### config.mk
export PLATFORM = sky130hd
export DESIGN_NAME = seq_run_ctl
export DESIGN_NICKNAME = d
export VERILOG_FILES = /design/src/rtl/seq_run_ctl.sv
export SDC_FILE = /design/constraint.sdc
export NUM_CORES = 1
export LEC_CHECK = 0
export CAP_MARGIN = 5
export CORE_AREA = 2 2 73 75
export DETAILED_ROUTE_END_ITERATION = 16
export DIE_AREA = 0 0 75 77
export PLACE_DENSITY = 0.73
export SYNTH_ARGS = -nofsm -noshare
export SYNTH_HDL_FRONTEND = slang
export SYNTH_SLANG_ARGS = --single-unit
### constraint.sdc
create_clock -name clk -period 2 [get_ports clk]
set_clock_uncertainty 0.15 [all_clocks]
set_input_delay 0.2 -clock clk [delete_from_list [all_inputs] [get_ports clk]]
set_output_delay 0.2 -clock clk [all_outputs]
set_load 0.01 [all_outputs]
### src/rtl/seq_run_ctl.sv
// Run sequencer for the serial sequence detector: clears the detector, shifts a
// programmed pattern into it MSB-first, and counts the detector's hit pulses.
module seq_run_ctl #(
  parameter int unsigned PAT_W = 16,
  parameter int unsigned LEN_W = 5,
  parameter int unsigned CNT_W = 5
) (
  input  logic             clk,
  input  logic             rst,
  input  logic             start,
  input  logic [PAT_W-1:0] pat,
  input  logic [LEN_W-1:0] len,
  input  logic             det_dout,
  output logic             det_din,
  output logic             det_rst_n,
  output logic             busy,
  output logic             done,
  output logic [CNT_W-1:0] hit_cnt,
  output logic [2:0]       ctl_state
);

  typedef enum logic [2:0] {
    IDLE  = 3'b000,
    CLR   = 3'b001,
    SHIFT = 3'b010,
    DRAIN = 3'b011,
    DONE  = 3'b100
  } state_t;

  localparam logic [LEN_W-1:0] LEN_MAX = LEN_W'(PAT_W);
  localparam logic [CNT_W-1:0] HIT_MAX = '1;

  state_t           state;
  logic [PAT_W-1:0] sreg;
  logic [LEN_W-1:0] bit_cnt;
  logic [LEN_W-1:0] len_eff;
  logic [PAT_W-1:0] pat_aligned;

  always_comb begin
    len_eff     = (len > LEN_MAX) ? LEN_MAX : len;
    pat_aligned = pat << (LEN_MAX - len_eff);
  end

  assign ctl_state = state;

  // Outputs are registered from the next-state decision, so det_din is stable
  // for the whole cycle and the detector's negedge samples it mid-cycle.
  always_ff @(posedge clk or negedge rst) begin
    if (!rst) begin
      state     <= IDLE;
      sreg      <= '0;
      bit_cnt   <= '0;
      det_din   <= 1'b0;
      det_rst_n <= 1'b0;
      busy      <= 1'b0;
      done      <= 1'b0;
      hit_cnt   <= '0;
    end else begin
      if ((state == SHIFT || state == DRAIN) && det_dout && hit_cnt != HIT_MAX)
        hit_cnt <= hit_cnt + 1'b1;

      case (state)
        IDLE: begin
          det_rst_n <= 1'b1;
          det_din   <= 1'b0;
          busy      <= 1'b0;
          done      <= 1'b0;
          if (start) begin
            hit_cnt <= '0;
            if (len_eff != '0) begin
              state     <= CLR;
              sreg      <= pat_aligned;
              bit_cnt   <= len_eff;
              busy      <= 1'b1;
              det_rst_n <= 1'b0;
            end else begin
              state <= DONE;
              done  <= 1'b1;
            end
          end
        end
        CLR: begin
          state     <= SHIFT;
          det_rst_n <= 1'b1;
          det_din   <= sreg[PAT_W-1];
          sreg      <= sreg << 1;
        end
        SHIFT: begin
          bit_cnt <= bit_cnt - 1'b1;
          if (bit_cnt == LEN_W'(1)) begin
            state   <= DRAIN;
            det_din <= 1'b0;
          end else begin
            det_din <= sreg[PAT_W-1];
            sreg    <= sreg << 1;
          end
        end
        DRAIN: begin
          state   <= DONE;
          det_din <= 1'b0;
          busy    <= 1'b0;
          done    <= 1'b1;
        end
        DONE: begin
          state <= IDLE;
          done  <= 1'b0;
        end
        default: begin
          state   <= IDLE;
          det_din <= 1'b0;
          busy    <= 1'b0;
          done    <= 1'b0;
        end
      endcase
    end
  end

endmodule

After elaboration in Yosys (flattened, before gate mapping). Cells that the tools add are included.

Register bits: 33. Input port bits: 25. Output and inout port bits: 12.

$add $sub $neg: 3. $lt $le $gt $ge: 1. Equality and inequality tests: 10. Shifts and indexed selects: 1. Mux-type cells: 25. Reduce and logical (&&, ||, !) cells: 13.

Operators by type and width (number): $mux W16 (3); $pmux W16 S3 (1); $mux W5 (6); $shl A16 B5 Y16 (1); $pmux W3 S4 (1); $pmux W5 S2 (1); $mux W3 (3); $eq A3 B2 Y1 const B (2); $mux W1 (6); $ne A2 B2 Y1 const B (3); $pmux W1 S3 (2); $add A5 B1 Y5 const B (1); $eq A5 B1 Y1 const B (1); $gt A5 B5 Y1 const B (1); $ne A5 B5 Y1 const B (1); $reduce_bool A5 Y1 (1); $sub A5 B1 Y5 const B (1); $sub A5 B5 Y5 const A (1); $pmux W1 S2 (2); $reduce_and A4 Y1 (1); $reduce_bool A2 Y1 (2); $eq A3 B1 Y1 const B (1); $eq A3 B3 Y1 const B (1); $logic_not A3 Y1 (1); other kinds (8) (9).

Longest topological paths before layout. Gate-level depths: netlist of run 1.

Word-level depth: 7. Gate-level depth with buffers: 14. Mapped depth without buffers: 11.

Worst setup path after synthesis of run 1. No wires, ideal clock.

Path kind: input-to-reg. Start: in len[4]. End: reg sreg[15]. Arrival time: 2612 ps. Data required time: 1724 ps. Slack: -888 ps. Cell stages on the path: 11. Path buffers: 4. Path through: and2b_1 > buf_2 > inv_1 > buf_2 > ha_1 > clkbuf_1 > buf_2 > mux4_2 > mux2i_1 > o22ai_1 > a311o_1.

Longest elaborated chain between the ends: 7.

RTL lines: from (decl) (RTL line 12) `input logic [LEN_W-1:0] len,`; $gt A5 B5 Y1 (RTL line 40) `len_eff = (len > LEN_MAX) ? LEN_MAX : len;`; $mux W5 * (RTL line 40); $sub A5 B5 Y5 (RTL line 41) `pat_aligned = pat << (LEN_MAX - len_eff);`; $shl A16 B5 Y16 (RTL line 41); $mux W16 (RTL line 70) `if (len_eff != '0) begin`; $mux W16 (RTL line 68) `if (start) begin`; $pmux W16 S3 (RTL line 62) `case (state)`; to (signal assigned) (RTL line 72) `sreg <= pat_aligned;`; to (signal assigned) (RTL line 86) `sreg <= sreg << 1;`; to (signal assigned) (RTL line 95) `sreg <= sreg << 1;`; to (decl) (RTL line 34) `logic [PAT_W-1:0] sreg;`.

Every way passes the cells marked *; elsewhere a longest branch is shown, timed or not. The select of a mux whose other input is x is not followed. A chain may end at the register's enable or synchronous reset.

Worst setup path in the final report of run 1.
Start: in len[4]. End: reg sreg[10].

Same word-level chain as after synthesis.

==> impl_results.md, run 1 <==
* Worst Tran Pin Value at 0.422 ns
* Final Non-Filler Cells at 454
* Internal power at 2.68 mW
* Met3 WL at between 300 and 400 um
* Most common flop cell mapped by yosys: dfrtp_1
* Sw frac at 39.6%
* DIE AREA at 0.00578 mm2
* Overall Global Routing Usage at 24.5%
* Root Driver: clkbuf_8
* Most common cell after layout, fill and taps aside: buf_4
* R2R depth at 7
* Design Power at between 4 and 5 mW
* Largest net degree at the start of global routing at 34
* Final Hold Vio Count at 0
* Core ar. at around 0.005 mm2
* Post-CTS Hold Fix Bufs at 0
* Synthesized area at 0.00239 mm2
* Outcome: finished with violations
* Violated checks: negative setup slack
* Post-synth EDFFs at 0
* CTS Sinks at 33
* DRC viols at 0
* TritonRoute pass-1 iters at 4
* Logic pwr share at approximately three fifths
* Lkg Pwr at 1.68 nW
* M1 wire length at 2830 um
* Worst-path fanout max at 5
* # Max-Cap Violations at 0
* Most frequent cells in the layout: 71 x buf_4, 32 x dfrtp_1, 31 x nand2_1, 31 x clkdlybuf4s50_1, 29 x nor2_1
* Pwr Density at 1180 mW/mm2
* Routability cong. at 0.936
* Placed cells at 426
* Yosys reg bits at 33
* Period utilization at 107%
* Vias in the first global route at 2,425
* Hold Path Class: primary input to async pin
* P&R area growth vs syn at 56.7%
* Unrepaired setup endpoints after global routing: yes
* Final WS setup at -0.141 ns
* Avg Cell Area, Syn at 8.71 um2
* DR WL met2 at approximately 3700 um
* Initial antenna violation count at 0
* Post-synth cell types at 50
* Synth warn at 0
* Setup violators final at 10
* Data arrival, critical path at between 2 and 2.5 ns
* Post-synth net total at 306
* Top Layer Used: met4
* Max VDD drop at slightly below 0.9 mV
* Initial Utilization at between 40% and 50%
* Total grt overflow at 0
* Die Wd at 75 um
* Largest buffer count on any clock path at 2
* Min Tclk post-route at 2.14 ns
* Crit path launch type: primary input
* Post-DP HPWL at 4850 um
* First-pass GRT wire length at 11,000 um
* Worst R2R Start: ctl_state[0]
* Setup TNS at -0.608 ns
* CTS tree: done
* Cell count after synthesis at 275
* Reg-to-reg endpoint: sreg[10]
* Kind of critical path: primary input to flip-flop
* Final Util at 75.4%
* H-tree levels at 2
* Highest clock rate at approximately 470 MHz
* Die height at 77 um
* Layout cells sized above 1 at between 30% and 40%
* Fraction of registers with async set/reset at 100%
* Total routed wirelength at approximately 7100 um
* Worst Path Required at between 2 and 2.5 ns
* Drt wl/cell at around 16 um
* I/O Buffers at 36
* Via count at about 2,500
* Row count at 26
* Clock Latency Late Sink at a little under 0.3 ns
* Post-synthesis sequential area ratio at 34.5%
* Flop pwr share at 26.1%
* Max-slew violation count at 0
* Critical Path Sink Type: flip-flop
* Vias per inst at ~5.5
* Initial DRC Count at between 100 and 150
* Clock network fraction of total power at 12.8%
* CTS Buf Count at 5
* Final nets at between 400 and 500
* Reg2reg setup slack at -0.09 ns
* Switching Power at 1.76 mW
* Clock-pin transition on the worst setup and hold timing paths at 0.08 ns
* Slew margin rel. at 71.6%
* Routed Antenna Nets at 0
* IO Pins at 37
* Ant diodes at 0
[metal layers]
layer	track usage, %	vias to the layer above
met2	41.7	78
li1	-	1214
met4	7.50	0
met5	0	-
met3	4.73	23
met1	30.8	1204
[how the worst max path moves through the flow]
stage               startpoint       end  cells after the start
floorplan               len[4]  sreg[15]                     11
global placement        len[4]  sreg[15]                     10
detailed placement      len[0]  sreg[15]                      9
CTS                     len[4]  sreg[13]                     15
global route            len[4]  sreg[10]                     13
finish                  len[4]  sreg[10]                     13
[cell type report]
| cell class | instances | area, um2 |
|---|---|---|
| clock inverter | 1 | 5.00 |
| clock buffer | 7 | 96.3 |
| fill | 357 | 1220 |
| multi-input combinational | 218 | 1680 |
| timing repair buffer | 117 | 1020 |
| tap | 70 | 87.6 |
| sequential | 33 | 827 |
| inverter | 8 | 35.0 |
[repair_timing]
action                     in CTS  in global routing
resized for setup              25                 34
cloned                          0                  1
pin swaps                       7                 13
setup endpoints to repair      23                 21
buffers inserted                7                 13
[cell usage after synthesis (all sizes together) (6+ instances only)]
master   n  share of area (%)
mux2i   25                 10
nor3    10                2.1
inv      8                1.3
nor2    35                5.5
a21oi   27                5.6
o21ai   10                2.1
dfrtp   33                 34
buf     10                2.1
ha       6                3.1
clkbuf   6               0.94
nand2   35                5.5
[critical path, cell delays in order]
cell	delay [ns]
buf_6	0.09
and2b_2	0.25
inv_6	0.04
ha_4	0.19
o21a_1	0.12
ha_2	0.17
inv_2	0.07
a21oi_4	0.06
o32ai_2	0.25
buf_4	0.20
buf_6	0.12
a21oi_1	0.07
or3_1	0.31
[cell families (layout without fill, tap and decap cells)]
group	Yosys count	after routing	synth area share, %
flops	33	33	34.5
compound gates	65	65	17.3
mux	33	33	16.6
fa+ha+maj	6	6	3.13
simple gates	109	109	21.8
xor+xnor	5	5	2.46
buf+inv	24	133	4.28
[metrics by stage]
step	hold slack [ns]	cell area, um2	worst slack [ns]
final	0.155	3750	-0.141
after global routing	0.219	3750	-0.221
after CTS	0.177	3500	-0.0240
after detailed placement	0.321	3320	-0.709
after global placement	0.317	3320	-0.653
after floorplan	-0.246	2540	-0.431
[sequential cells by signal, summed over array words and instances (netlist names)]
signal and cells:
sreg 16, bit_cnt 5, det_rst_n 1, done 1, busy 1, hit_cnt 5, ctl_state 3, det_din 1
[power groups by stage]
stage / logic (mW) / registers [mW] / clock network (mW)
after CTS: 2.30 / 1.14 / 0.571
after global routing: 2.95 / 1.19 / 0.601
after floorplan: 1.36 / 1.15 / 0
final: 2.71 / 1.16 / 0.568
after global placement: 2.07 / 1.14 / 0
after detailed placement: 2.11 / 1.15 / 0
(Power assumes the default switching activity.)
==> inputs of run 2 (changes only) <==
--- a/config.mk
+++ b/config.mk
@@ -6,10 +6,11 @@
 export NUM_CORES = 1
 export LEC_CHECK = 0
 export CAP_MARGIN = 5
-export CORE_AREA = 2 2 73 75
+export CORE_AREA = 2 2 106 108
 export DETAILED_ROUTE_END_ITERATION = 16
-export DIE_AREA = 0 0 75 77
-export PLACE_DENSITY = 0.73
+export DIE_AREA = 0 0 108 110
+export PLACE_DENSITY = 0.39
+export SLEW_MARGIN = 20
 export SYNTH_ARGS = -nofsm -noshare
 export SYNTH_HDL_FRONTEND = slang
 export SYNTH_SLANG_ARGS = --single-unit
==> impl_results.md, run 2 (same netlist as run 1, synthesis figures left out) <==
* Initial DRC Count at 93
* CP max-delay cell: mux4_2
* Total routed wirelength at 7380 um
* Max VDD drop at between 0.6 and 0.7 mV
* Most common cell after layout, fill and taps aside: buf_4
* Most frequent cells in the layout: 73 x buf_4, 33 x nor2_1, 31 x nand2_1, 31 x dfrtp_1, 31 x clkdlybuf4s50_1
* Largest buffer count on any clock path at 2
* Reg2reg setup slack at 0.02 ns
* IO Pins at 37
* Root Driver: clkbuf_8
* Switching Power at 1.65 mW
* Overall Global Routing Usage at a little over an eighth
* Outcome: finished with violations
* Core ar. at ~0.011 mm2
* Flop pwr share at between 20 and 30%
* Crit path launch type: primary input
* Ant diodes at 0
* Routability cong. at 0.808
* Clock Latency Late Sink at 0.28 ns
* Reg-to-reg endpoint: hit_cnt[3]
* Peak per-stage delay on the critical path at ~0.52 ns
* Highest clock rate at slightly below 500 MHz
* Max-slew violation count at 0
* Kind of critical path: primary input to flip-flop
* TritonRoute pass-1 iters at 4
* Lkg Pwr at 1.63 nW
* Largest net degree at the start of global routing at 34
* CTS Sinks at 33
* DRC viols at 0
* Slew margin rel. at 69.0%
* Min Tclk post-route at 2.07 ns
* FILL cells at 1,125
* Unrepaired setup endpoints after global routing: yes
* Top reg by flops: sreg
* Final instance area at 0.00379 mm2
* Via count at 2,403
* Design Power at about 4.2 mW
* Register Area at 828 um2
* Setup TNS at -0.198 ns
* CP Cell Sequence: buf_6 -> and2b_2 -> inv_6 -> ha_4 -> xnor2_4 -> mux4_2 -> mux2i_2 -> o22ai_1 -> a311o_1
* Worst Tran Pin Value at 0.466 ns
* Final Util at 35.4%
* First-pass GRT wire length at ~12,000 um
* Hold Path Class: primary input to async pin
* H-tree levels at 2
* Setup violators final at 9
* Worst-path fanout max at 3
* Initial Utilization at 22.4%
* Post-DP HPWL at ~5600 um
* R2R depth at 8
* Clock network fraction of total power at 12.3%
* Worst Path Required at around 2 ns
* Post-DP Area at roughly 0.0035 mm2
* Routed Antenna Nets at 0
* Die height at 110 um
* Drt wl/cell at 14.2 um
* Final Hold Vio Count at 0
* P&R area growth vs syn at 58.2%
* Internal power at 2.59 mW
* Max FFs per register at 16
* DIE AREA at 0.0119 mm2
* # Max-Cap Violations at 0
* Total grt overflow at 0
* Pwr Density at 1120 mW/mm2
* Data arrival, critical path at 2.09 ns
* Final WS setup at -0.0692 ns
* I/O Buffers at 36
* Biggest registers after layout: sreg: 16 flops, bit_cnt: 5 flops, hit_cnt: 5 flops
* Critical Path Sink Type: flip-flop
* Final nets at around 400
* Worst R2R Start: hit_cnt[0]
* Vias in the first global route at 2,462
* Sw frac at 38.9%
* Violated checks: negative setup slack
* Clock-pin transition on the worst setup and hold timing paths at ~0.07 ns
* Multi-input combinational cell area at 0.00169 mm2
* CTS tree: done
* Layout cells sized above 1 at 36.8%
* Row count at 38
* Vias per inst at 4.62
* Initial antenna violation count at 0
* CTS Buf Count at 5
* Period utilization at 103%
* Die Wd at about 110 um
* Logic pwr share at ~60%
==> run 2: final cells by class <==
| cell class | count | share of cell area (%) |
|---|---|---|
| Tap cell | 140 | 4.62 |
| Sequential cell | 33 | 21.9 |
| Timing Repair Buffer | 114 | 25.8 |
| Multi-Input combinational cell | 218 | 44.5 |
| Clock buffer | 7 | 2.28 |
| Inverter | 8 | 0.925 |
==> run 2: worst max path at each step <==
stage,cells after the start,end,from
2_1_floorplan,11,sreg[15],len[4]
3_3_place_gp,13,sreg[12],len[4]
3_5_place_dp,13,sreg[12],len[4]
4_1_cts,9,sreg[15],len[4]
5_1_grt,13,sreg[13],len[4]
6_report,9,sreg[15],len[4]
==> run 2: critical path: cells and delay by family <==
family,cells,cell delay [ns]
buf+inv,2,0.13
xor+xnor,1,0.19
simple gates,1,0.25
compound gates,2,0.42
mux,2,0.70
fa+ha+maj,1,0.19
==> run 2: stage by stage <==
step	worst slack [ns]	instances	hold WS, ns
finish	-0.0692	520	0.187
global route	-0.155	520	0.233
CTS	-0.0829	511	0.196
detailed placement	-0.790	501	0.323
global placement	-0.795	501	0.316
floorplan	-0.431	275	-0.246
==> run 2: timing repair <==
action	CTS	global route
pin swaps	10	14
setup endpoints to repair	30	24
setup buffers	4	11
gates resized for setup	24	22
hold buffers	0	0
==> run 2: power groups by stage <==
stage | logic, mW | registers (mW) | clock network (mW)
after global routing | 2.85 | 1.20 | 0.571
final | 2.56 | 1.16 | 0.523
after detailed placement | 2.31 | 1.16 | 0
after global placement | 2.30 | 1.16 | 0
after CTS | 2.36 | 1.15 | 0.550
after floorplan | 1.36 | 1.15 | 0
==> run 2: metal layers <==
metal  global-route usage, %  routed length (um)  vias to the layer above
met2                    23.2                3670                       31
met1                    16.5                3430                     1159
met4                    3.30                 101                        0
met5                       0                   0                        -
met3                    2.41                 180                        8
li1                        -                   -                     1205
==> inputs of run 3 (changes only) <==
--- a/config.mk
+++ b/config.mk
@@ -6,10 +6,10 @@
 export NUM_CORES = 1
 export LEC_CHECK = 0
 export CAP_MARGIN = 5
-export CORE_AREA = 2 2 106 108
+export CORE_AREA = 2 2 81 83
 export DETAILED_ROUTE_END_ITERATION = 16
-export DIE_AREA = 0 0 108 110
-export PLACE_DENSITY = 0.39
+export DIE_AREA = 0 0 83 85
+export PLACE_DENSITY = 0.61
 export SLEW_MARGIN = 20
 export SYNTH_ARGS = -nofsm -noshare
 export SYNTH_HDL_FRONTEND = slang
==> impl_results.md, run 3 (same netlist as run 1, synthesis figures left out) <==
* DIE AREA at 0.00706 mm2
* Most frequent cells in the layout: 67 x buf_4, 33 x dfrtp_1, 32 x nor2_1, 31 x nand2_1, 31 x clkdlybuf4s50_1
* TritonRoute pass-1 iters at 4
* Vias in the first global route at 2,366
* Routed Antenna Nets at 0
* Vias per inst at 5.35
* Most common cell after layout, fill and taps aside: buf_4
* I/O Buffers at 36
* FILL cells at 506
* Crit path launch type: primary input
* Critical Path Sink Type: flip-flop
* Final Util at 61.6%
* CTS tree: done
* Setup violators final at 6
* Core ar. at approximately 0.0062 mm2
* Die height at 85 um
* Drt wl/cell at ~15 um
* Max FFs per register at 16
* # Max-Cap Violations at 0
* Layout cells sized above 1 at between 30 and 40%
* Clock-pin transition on the worst setup and hold timing paths at 0.07 ns
* Largest net degree at the start of global routing at 34
* Min Tclk post-route at 2.09 ns
* Period utilization at 105%
* Data arrival, critical path at 2.11 ns
* Worst Tran Pin Value at 0.434 ns
* P&R area growth vs syn at 59.6%
* CP max-delay cell: mux4_2
* Worst Path Required at 2.02 ns
* Ant diodes at 0
* Final Hold Vio Count at 0
* Initial antenna violation count at 0
* Lkg Pwr at ~1.7 nW
* Total grt overflow at 0
* CTS Sinks at 33
* Setup TNS at -0.245 ns
* Root Driver: clkbuf_8
* CP Cell Sequence: buf_8 -> and2b_2 -> inv_6 -> ha_4 -> buf_12 -> xnor2_4 -> mux4_2 -> mux2i_2 -> o22ai_1 -> a311o_1
* Unrepaired setup endpoints after global routing: yes
* CP Buf/Inv Count at 3
* Final WS setup at -0.0931 ns
* Violated checks: negative setup slack
* Slew margin rel. at 71.0%
* Initial Utilization at 38.6%
* Max-slew violation count at 0
* Hold Path Class: primary input to async pin
* Row count at 29
* Overall Global Routing Usage at between 10% and 20%
* IO Pins at 37
* Biggest registers after layout: sreg: 16 flops, bit_cnt: 5 flops, hit_cnt: 5 flops
* DRC viols at 0
* First-pass GRT wire length at 10,900 um
* Peak per-stage delay on the critical path at 0.53 ns
* Die Wd at 83 um
* Highest clock rate at 478 MHz
* Total routed wirelength at slightly below 7000 um
* Outcome: finished with violations
* Design Power at approximately 4.4 mW
* Largest buffer count on any clock path at 2
* CTS Buf Count at 5
* Initial DRC Count at around 120
* Top reg by flops: sreg
* Kind of critical path: primary input to flip-flop
* Post-DP HPWL at 5000 um
* Routability cong. at about 0.84
* Pwr Density at 1140 mW/mm2
* Clock Latency Late Sink at 0.28 ns
* Final nets at 413
* Worst-path fanout max at 3
* H-tree levels at 2
* Largest delay contributor family on the critical path: multiplexers
* Max VDD drop at 0.848 mV
* Via count at 2,460
[run 3: cell types whose count changed in the layout (fill, tap and decap cells not counted), sizes merged]
| cell | before | now |
|---|---|---|
| buf | 80 | 81 |
| clkbuf | 7 | 6 |
| clkdlybuf4s15 | 0 | 1 |
| clkinv | 0 | 2 |
| clkinvlp | 0 | 1 |
| dlygate4sd2 | 3 | 2 |
[run 3: stage by stage]
| stage | std cells | hold slack [ns] | setup slack [ns] | instance area [um2] |
|---|---|---|---|---|
| after global placement | 430 | 0.315 | -0.710 | 3310 |
| after detailed placement | 430 | 0.335 | -0.789 | 3310 |
| after CTS | 447 | 0.189 | -0.121 | 3520 |
| after floorplan | 275 | -0.246 | -0.431 | 2540 |
| final | 460 | 0.181 | -0.0931 | 3820 |
| after global routing | 460 | 0.220 | -0.156 | 3820 |
[run 3: area by class of cell]
class	count	area (um2)	area share, %
Timing Repair Buffer	116	1050	27.5
Tap cell	77	96.3	2.52
Inverter	8	37.5	0.982
Sequential cell	33	826	21.6
Clock buffer	5	68.8	1.80
Clock inverter	3	17.5	0.458
Multi-Input combinational cell	218	1720	45.1
[run 3: final timing paths]
kind	from	endpoint	slack, ns	cells past startpoint
min in group clk	len[4]	bit_cnt[4]	0.23	5
setup / recovery	len[4]	sreg[15]	-0.09	10
setup reg to reg	ctl_state[0]	sreg[10]	0.01	7
hold reg to reg	bit_cnt[4]	bit_cnt[4]	0.34	2
hold / removal	rst	hit_cnt[4]	0.18	2
max in group asynchronous	rst	sreg[5]	1.21	2
[run 3: what timing repair did]
action | CTS | global route
setup endpoints to repair | 25 | 21
buffers inserted | 9 | 12
resized for setup | 31 | 41
gates cloned | 0 | 2
pin swaps | 12 | 19
hold buffers | 0 | 0
[run 3: worst reg2reg max path, cell delays in order, from the launching register on]
cell and delay (ns):
dfrtp_1 0.42, nand2b_1 0.21, or2_2 0.33, o32ai_2 0.12, buf_4 0.16, buf_6 0.11, a21oi_1 0.06, or3_1 0.31
[run 3: power by group]
group / switching, mW / total [mW] / internal [mW] / leakage (nW)
clock: 0.260 / 0.500 / 0.240 / 0.0439
combinational: 1.27 / 2.71 / 1.45 / 1.22
sequential: 0.205 / 1.16 / 0.953 / 0.414
total: 1.73 / 4.37 / 2.64 / 1.67
[run 3: per-layer routing]
| layer | up-vias | track usage, % | part of all wire (%) |
|---|---|---|---|
| met1 | 1177 | 24.2 | 43 |
| met4 | 0 | 4.77 | 1.6 |
| met2 | 63 | 33.4 | 51 |
| met3 | 10 | 3.60 | 4.9 |
| met5 | - | 0 | 0 |
| li1 | 1210 | - | - |
